### config.mk
export PLATFORM = sky130hd
export DESIGN_NAME = qpsk_demod_param_flat
export DESIGN_NICKNAME = d
export VERILOG_FILES = /design/src/rtl/qpsk_demod_param_if.sv /design/src/rtl/qpsk_demod_param.sv /design/src/flat_wrapper.sv
export SDC_FILE = /design/constraint.sdc
export NUM_CORES = 1
export LEC_CHECK = 0
export CAP_MARGIN = 25
export CORE_MARGIN = 8
export CORE_UTILIZATION = 49
export CTS_BUF_LIST = sky130_fd_sc_hd__clkbuf_8
export DETAILED_ROUTE_END_ITERATION = 12
export PLACE_DENSITY = 0.74
export SLEW_MARGIN = 20
export SYNTH_ARGS = -nofsm -noshare
export SYNTH_HDL_FRONTEND = slang
export SYNTH_SLANG_ARGS = --single-unit
### constraint.sdc
create_clock -name clk -period 5.7 [get_ports clk]
set_clock_uncertainty 0.15 [all_clocks]
set_input_delay 1.14 -clock clk [delete_from_list [all_inputs] [get_ports clk]]
set_output_delay 1.14 -clock clk [all_outputs]
set_load 0.03 [all_outputs]
### src/rtl/qpsk_demod_param_if.sv
// Stream bundle for the fs/4 QPSK/BPSK demodulator: sample input, symbol results and bit output.
interface qpsk_demod_param_if #(
    parameter int IN_W = 10,
    parameter int SPS  = 8
);
    localparam int ACC_W = IN_W + $clog2(SPS) + 1;

    logic                    in_valid;
    logic signed [IN_W-1:0]  in_sample;
    logic                    sym_align;
    logic                    mode;
    logic signed [ACC_W-1:0] i_acc;
    logic signed [ACC_W-1:0] q_acc;
    logic                    sym_strobe;
    logic                    out_valid;
    logic                    out_bit;
    logic                    out_ready;
    logic                    overflow;

    modport master (
        output in_valid, in_sample, sym_align, mode, out_ready,
        input  i_acc, q_acc, sym_strobe, out_valid, out_bit, overflow
    );

    modport slave (
        input  in_valid, in_sample, sym_align, mode, out_ready,
        output i_acc, q_acc, sym_strobe, out_valid, out_bit, overflow
    );
endinterface

### src/rtl/qpsk_demod_param.sv
// fs/4 carrier QPSK/BPSK demodulator: quadrature mix, integrate-and-dump per symbol,
// sign decisions pushed into a small bit FIFO.
module qpsk_demod_param #(
    parameter int IN_W       = 10,
    parameter int SPS        = 8,
    parameter int FIFO_DEPTH = 4
) (
    input logic               clk,
    input logic               rst,
    qpsk_demod_param_if.slave bus
);
    localparam int ACC_W = IN_W + $clog2(SPS) + 1;
    localparam int S_W   = $clog2(SPS);
    localparam int PTR_W = $clog2(FIFO_DEPTH);
    localparam int CNT_W = PTR_W + 1;

    logic [S_W-1:0]          s;
    logic [S_W-1:0]          s_eff;
    logic [1:0]              p;
    logic signed [ACC_W-1:0] acc_i, acc_q;
    logic signed [ACC_W-1:0] base_i, base_q;
    logic signed [ACC_W-1:0] x_ext, prod_i, prod_q, sum_i, sum_q;
    logic signed [ACC_W-1:0] i_out, q_out;
    logic                    strobe, ovf, dump, push_ok;
    logic                    mem [FIFO_DEPTH];
    logic [PTR_W-1:0]        rd_ptr, wr_ptr;
    logic [CNT_W-1:0]        count, free, n_want, n_push, n_pop;

    always_comb begin
        // SPS is a multiple of 4, so the carrier phase is simply the low bits of s
        s_eff  = bus.sym_align ? '0 : s;
        p      = s_eff[1:0];
        base_i = bus.sym_align ? '0 : acc_i;
        base_q = bus.sym_align ? '0 : acc_q;
        x_ext  = {{(ACC_W-IN_W){bus.in_sample[IN_W-1]}}, bus.in_sample};
        prod_i = '0;
        prod_q = '0;
        case (p)
            2'd0: prod_i = x_ext;
            2'd1: prod_q = x_ext;
            2'd2: prod_i = -x_ext;
            default: prod_q = -x_ext;
        endcase
        sum_i   = base_i + prod_i;
        sum_q   = base_q + prod_q;
        dump    = bus.in_valid && (s_eff == S_W'(SPS - 1));
        n_pop   = (count != '0 && bus.out_ready) ? CNT_W'(1) : '0;
        n_want  = bus.mode ? CNT_W'(1) : CNT_W'(2);
        free    = CNT_W'(FIFO_DEPTH) - count;
        push_ok = dump && (n_want <= free);
        n_push  = push_ok ? n_want : '0;
    end

    always_ff @(posedge clk) begin
        if (rst) begin
            s      <= '0;
            acc_i  <= '0;
            acc_q  <= '0;
            i_out  <= '0;
            q_out  <= '0;
            strobe <= 1'b0;
            ovf    <= 1'b0;
            rd_ptr <= '0;
            wr_ptr <= '0;
            count  <= '0;
        end else begin
            strobe <= dump;
            if (bus.in_valid) begin
                if (dump) begin
                    i_out <= sum_i;
                    q_out <= sum_q;
                    acc_i <= '0;
                    acc_q <= '0;
                    s     <= '0;
                end else begin
                    acc_i <= sum_i;
                    acc_q <= sum_q;
                    s     <= s_eff + S_W'(1);
                end
            end else if (bus.sym_align) begin
                acc_i <= '0;
                acc_q <= '0;
                s     <= '0;
            end
            if (dump && !push_ok)
                ovf <= 1'b1;
            wr_ptr <= wr_ptr + PTR_W'(n_push);
            rd_ptr <= rd_ptr + PTR_W'(n_pop);
            count  <= count + n_push - n_pop;
        end
    end

    // FIFO storage needs no reset: out_bit is masked while empty
    always_ff @(posedge clk) begin
        if (!rst && push_ok) begin
            mem[wr_ptr] <= ~sum_i[ACC_W-1];
            if (!bus.mode)
                mem[wr_ptr + PTR_W'(1)] <= ~sum_q[ACC_W-1];
        end
    end

    assign bus.i_acc      = i_out;
    assign bus.q_acc      = q_out;
    assign bus.sym_strobe = strobe;
    assign bus.overflow   = ovf;
    assign bus.out_valid  = (count != '0);
    assign bus.out_bit    = (count != '0) && mem[rd_ptr];
endmodule

### src/flat_wrapper.sv
// flat-port wrapper written by rule: the top's interface ports become plain ports
module qpsk_demod_param_flat 
#(
    parameter int IN_W       = 10,
    parameter int SPS        = 8,
    parameter int FIFO_DEPTH = 4
)
  (clk, rst, bus_in_valid, bus_in_sample, bus_sym_align, bus_mode, bus_out_ready, bus_i_acc, bus_q_acc, bus_sym_strobe, bus_out_valid, bus_out_bit, bus_overflow);
  qpsk_demod_param_if #(.IN_W(IN_W), .SPS(SPS)) bus_i ();
  input logic clk;
  input logic rst;
  input wire logic [$bits(bus_i.in_valid)-1:0] bus_in_valid;
  input wire logic [$bits(bus_i.in_sample)-1:0] bus_in_sample;
  input wire logic [$bits(bus_i.sym_align)-1:0] bus_sym_align;
  input wire logic [$bits(bus_i.mode)-1:0] bus_mode;
  input wire logic [$bits(bus_i.out_ready)-1:0] bus_out_ready;
  output wire logic [$bits(bus_i.i_acc)-1:0] bus_i_acc;
  output wire logic [$bits(bus_i.q_acc)-1:0] bus_q_acc;
  output wire logic [$bits(bus_i.sym_strobe)-1:0] bus_sym_strobe;
  output wire logic [$bits(bus_i.out_valid)-1:0] bus_out_valid;
  output wire logic [$bits(bus_i.out_bit)-1:0] bus_out_bit;
  output wire logic [$bits(bus_i.overflow)-1:0] bus_overflow;
  assign bus_i.in_valid = bus_in_valid;
  assign bus_i.in_sample = bus_in_sample;
  assign bus_i.sym_align = bus_sym_align;
  assign bus_i.mode = bus_mode;
  assign bus_i.out_ready = bus_out_ready;
  assign bus_i_acc = bus_i.i_acc;
  assign bus_q_acc = bus_i.q_acc;
  assign bus_sym_strobe = bus_i.sym_strobe;
  assign bus_out_valid = bus_i.out_valid;
  assign bus_out_bit = bus_i.out_bit;
  assign bus_overflow = bus_i.overflow;
  qpsk_demod_param #(.IN_W(IN_W), .SPS(SPS), .FIFO_DEPTH(FIFO_DEPTH)) u_core (.clk(clk), .rst(rst), .bus(bus_i));
endmodule
## Word level (Yosys, flattened, before mapping)

Memory sizes are Yosys's and may differ from the RTL's. A register that Yosys moved wholly into a read port is not among the register bits.
Index checks and enable logic that the tools add are counted.

| storage, ports and cells | value |
|---|---|
| register bits after elaboration | 68 |
| memory bits (writable) | 4 |
| word-level logic and storage cells | 59 |
| memories kept | 1 |

| operators by class | value |
|---|---|
| add/sub/neg operators | 10 |
| order comparisons | 1 |
| eq/ne operators | 3 |
| mux-type cells | 20 |
| bitwise logic cells | 2 |
| reduce and logical (&&, ||, !) cells | 12 |

Memory list:

| name | words | width | rd ports | clocked after memory_dff | write ports | line | source |
|---|---|---|---|---|---|---|---|
| u_core.mem | 4 | 1 | 1 | 1 | 2 | qpsk_demod_param.sv:25 | `logic mem [FIFO_DEPTH];` |

Operators with widths:

| kind | number |
|---|---|
| $mux W14 | 6 |
| $pmux W14 S2 | 2 |
| $add A14 B14 Y14 | 2 |
| $neg A10 Y14 | 1 |
| $mux W3 | 4 |
| $logic_and A1 B1 Y1 | 6 |
| $mux W1 | 6 |
| $add A2 B2 Y2 | 2 |
| $mux W2 | 2 |
| $add A3 B1 Y3 const B | 1 |
| $add A3 B3 Y3 | 1 |
| $eq A3 B3 Y1 const B | 1 |
| $le A3 B3 Y1 | 1 |
| $reduce_bool A3 Y1 | 1 |
| $sub A3 B3 Y3 | 1 |
| $sub A3 B3 Y3 const A | 1 |
| $add A2 B1 Y2 const B | 1 |
| $eq A2 B1 Y1 const B | 1 |
| $eq A2 B2 Y1 const B | 1 |
| $logic_not A1 Y1 | 2 |
| $logic_not A2 Y1 | 1 |
| $not A1 Y1 | 2 |
| $reduce_and A2 Y1 | 1 |
| $reduce_or A2 Y1 | 1 |

## Logic depth before layout (Yosys ltp)

| logic depth | value |
|---|---|
| word-level depth | 7 |
| mapped depth | 17 |

## Worst setup path before layout

No wires, ideal clock.

| path | value |
|---|---|
| kind | input to register |
| start | input bus_sym_align |
| end | memory u_core.mem[0] (data pin) |
| setup time | 271 ps |
| data arrival time | 4,174 ps |
| data required time | 5,279 ps |
| path slack | 1,104 ps |
| stages | 17 |
| cells stage by stage | clkbuf_1 -> nand2b_1 -> inv_1 -> ha_1 -> nand2_1 -> clkbuf_1 -> o21ai_0 -> nand2_1 -> o31ai_1 -> ha_1 -> and3_1 -> a211oi_4 -> o21ai_1 -> o21a_1 -> o311ai_2 -> xnor2_1 -> mux2i_1 |

RTL lines:

| element | line | source |
|---|---|---|
| start: declaration | flat_wrapper.sv:14 | `input wire logic [$bits(bus_i.sym_align)-1:0] bus_sym_align;` |
| end: declaration | qpsk_demod_param.sv:25 |  |

==> impl_metrics.yaml <==
outcome:
  run_status: "complete, no violations"
clock_tree:
  clock_root_buffer: "clkbuf_8"
  tritoncts: "done"
  clock_sink_count: 72
  cts_setup_buffers: 0
  cts_hold_buf: 0
  ctsResizeCount: 0
  clock_path_buffers: 2
  cts-htree-levels: 3
  clk-insertion-delay-late_ns: 0.35
  cts-buffers-inserted: 9
  clkTransAtPathRegs_ns: 0.09
grt:
  antenna_found_initial: 0
  grt_util_all_layers_pct: 19.9
  pin_count_of_the_biggest_net_entering_global_routing: 69
  vias_in_the_first_global_route: 4431
  grt_pass1_wl_microns: 21300
  globalRoute.totalOverflow: 0
route:
  dr_total_vias: 4457
  detail_route.drc_violations: 0
  post_drt_via_cell_ratio: 5.61
  final_antenna_net_count: 0
  postRouteWirelength_microns: 12600
  avgRoutedWirePerCell_microns: 15.8
  number_of_iterations_in_the_first_detailed_routing_pass: 4
  detailedRoute.firstIterationViolations: 227
logic_synthesis:
  post_synth_main_area_contributors: "dfxtp_1 28%, ha_1 11%, nand2_1 6.3%"
  flip_flop_and_latch_count_after_synthesis: 72
  synth.area.mux_share_pct: 2.97
  synth_adder_area_share_pct: 12.1
  synthDominantCellAreaShare_pct: 28.1
  yosysSeqAreaShare_pct: 30.5
  synth_cell_types: 60
  postSynthNetCount: 681
  ys_warn_count: 0
  avgSynthCellArea_sq_um: 7.82
  combinational_family_with_the_most_area_after_synthesis: "simple AND/OR/NAND/NOR gates"
  synth-edff-count: 4
  syn_inst: 620
  synth-simple-area-share_pct: 25.7
  async_s_r_ff_share_synth_pct: 0
  synthFlopType: "dfxtp_1"
  synth_xor_area_share_pct: 4.28
  post_synth_instance_area_sq_um: 4850
  synth-compound-area-share_pct: 19.9
  synth_top_cell_by_area: "dfxtp_1"
final_layout:
  post_route_cells_drive_above_1_share_pct: 5.89
  layout_commonest_cell: "nand2_1"
  nets: 718
  flow.area_growth_from_synthesis_pct: 16.6
  area.sequential_sq_um: 1480
  multi_input_area_sq_um: 3150
  layout.cells.most_common_list: "82 x nand2_1, 76 x nor2_1, 68 x dfxtp_1, 50 x a21oi_1, 46 x clkdlybuf4s50_1"
  fillers: 889
  antenna_cells_inserted: 0
setup_path:
  critical_path.top_delay_family: "compound AO/OA/AOI/OAI gates"
  timing.critical_path.depth: 17
  critPathCapture: "u_core.mem[1]"
  timing.critical_path.fanout_max: 6
  timing.critical_path.slowest_cell_delay_ns: 0.47
  critical_path_arrival_ns: 5.02
  path_cells: "clkdlybuf4s50_1, inv_1, ha_1, nand2_1, or3_1, or3_1, o21ai_0, nand2_1, o31ai_1, ha_1, a21o_1, a22oi_1, o21ai_1, o21a_1, o311ai_2, xnor2_1, mux2i_1"
  rr_endpoint: "u_core.mem[1]"
  cp_data_required_time_ns: 5.64
  startpoint_type: "input pin"
  slowest_stage: "clkdlybuf4s50_1"
  worst_reg_to_reg_cells: 13
  critPathBufInv: 2
  cp_endpoint_kind: "register"
  worstReg2RegStart: "u_core.s[0]"
  critPathLaunch: "bus_in_sample[0]"
  ff_to_ff_setup_slack_ns: 1.85
  critical_path_class: "input pin to register"
timing:
  worst_pin_slew_ns: 0.764
  slew_viol_final: 0
  timing.fmax_mhz: 197
  finalCritPeriodShare_pct: 89.0
  report.final.hold_viol_count: 0
  slew-limit-headroom_pct: 48.9
  timing.final.setup_violations: 0
  final_period_minus_worst_setup_slack_ns: 5.07
  setup_total_negative_slack_ns: 0
  hold-worst-slack_ns: 0.308
  grt_setup_unrepaired: "no"
power:
  power-per-cell-area_nw_per_um2: 235
  total_leakage_power_nw: 2.36
  report.power.total_mw: 1.33
  maximum_vdd_ir_drop_mv: 0.124
placed_design:
  dp.final_hpwl_microns: 9140
  gpl.final_weighted_congestion: 0.930
  io_buffers: 47
die:
  io-pin-count: 48
  die_height_microns: 115
  die_w_microns: 115
  die_area_sq_um: 13300
  rows: 36
  fp.coreArea_sq_um: 9680
  floorplan.initialDensity_pct: 50.1
job:
  maxCapViolCount: 0
min_path:
  hold_class: "register to register"
## stage by stage
step / instances / area, sq um / utilization [%] / worst slack [ns]
detailed placement: 779 / 5440 / 56.1 / 0.293
global route: 795 / 5660 / 58.4 / 0.264
CTS: 795 / 5660 / 58.4 / 0.674
global placement: 779 / 5440 / 56.1 / 0.434
finish: 795 / 5660 / 58.4 / 0.626
floorplan: 620 / 4850 / - / 1.10
## logic make-up (layout without fill, tap and decap cells)
family / count (synthesis) / count (layout)
multiplexers: 13 / 13
adder cells (fa/ha/maj): 45 / 45
flip-flops: 72 / 72
AND/OR/NAND/NOR: 263 / 263
XOR/XNOR: 22 / 22
buffers and inverters: 58 / 100
AO/OA/AOI/OAI: 147 / 147
## cell type report
cell class	count	share of cell area [%]
Sequential cell	72	26.2
Multi-Input combinational cell	490	55.6
Clock inverter	7	1.70
Clock buffer	9	2.19
Timing Repair Buffer	57	9.55
Tap cell	133	2.94
Inverter	27	1.79
## registers in the layout, summed over array words and instances, names as in the netlist
signal                 flops
u_core.acc_q              14
u_core.bus.q_acc          14
u_core.bus.overflow        1
u_core.bus.sym_strobe      1
u_core.count               3
u_core.bus.i_acc          14
u_core.mem                 4
u_core.wr_ptr              2
u_core.acc_i              14
u_core.s                   3
u_core.rd_ptr              2
## worst register-to-register path, stage by stage (launching register included)
cell      delay, ns
dfxtp_1        0.31
nand2b_1       0.20
ha_1           0.32
nand2_1        0.28
o21ai_0        0.15
a22o_1         0.26
ha_1           0.34
and3_1         0.19
a211oi_4       0.31
o21ai_1        0.16
o21a_1         0.21
o311ai_2       0.29
xnor2_1        0.26
mux2i_1        0.15
## synth_stat cells, drive strengths merged, types with 2 or more instances
library cell,n
a21oi,50
inv,26
o21a,7
nor3,14
and2,5
nand2,82
xnor2,16
or3,12
buf,7
a22o,2
o31ai,8
ha,42
xor2,5
fa,3
nand3,12
edfxtp,4
a2111oi,2
mux2i,11
dfxtp,68
nor2b,38
and3,10
a211oi,5
nand3b,2
nand2b,5
clkbuf,24
nor2,76
a21o,10
a22oi,15
o211ai,4
a32oi,4
or2,2
o21ai,27
## routing by layer
| metal | vias up | part of all wire, % | global-route usage [%] |
|---|---|---|---|
| li1 | 2225 | - | - |
| met1 | 2084 | 45 | 25.1 |
| met2 | 120 | 46 | 32.5 |
| met3 | 28 | 5.9 | 4.27 |
| met4 | 0 | 2.6 | 7.36 |
| met5 | - | 0 | 0 |
## report_power, final
part	switching [mW]	internal [mW]
registers	0.0106	0.532
clock network	0.206	0.246
logic	0.193	0.144
total	0.410	0.922
## how the worst min path moves through the flow
stage	start	to	slack, ns	cells after the start
2_1_floorplan	u_core.rd_ptr[1]	u_core.rd_ptr[1]	0.33	2
3_3_place_gp	u_core.bus.i_acc[4]	u_core.bus.i_acc[4]	0.29	2
3_5_place_dp	u_core.bus.i_acc[6]	u_core.bus.i_acc[6]	0.30	2
4_1_cts	u_core.bus.i_acc[3]	u_core.bus.i_acc[3]	0.31	2
5_1_grt	u_core.bus.i_acc[7]	u_core.bus.i_acc[7]	0.33	2
6_report	u_core.bus.i_acc[3]	u_core.bus.i_acc[3]	0.31	2
Note: power is estimated with default switching activity, not from simulation.
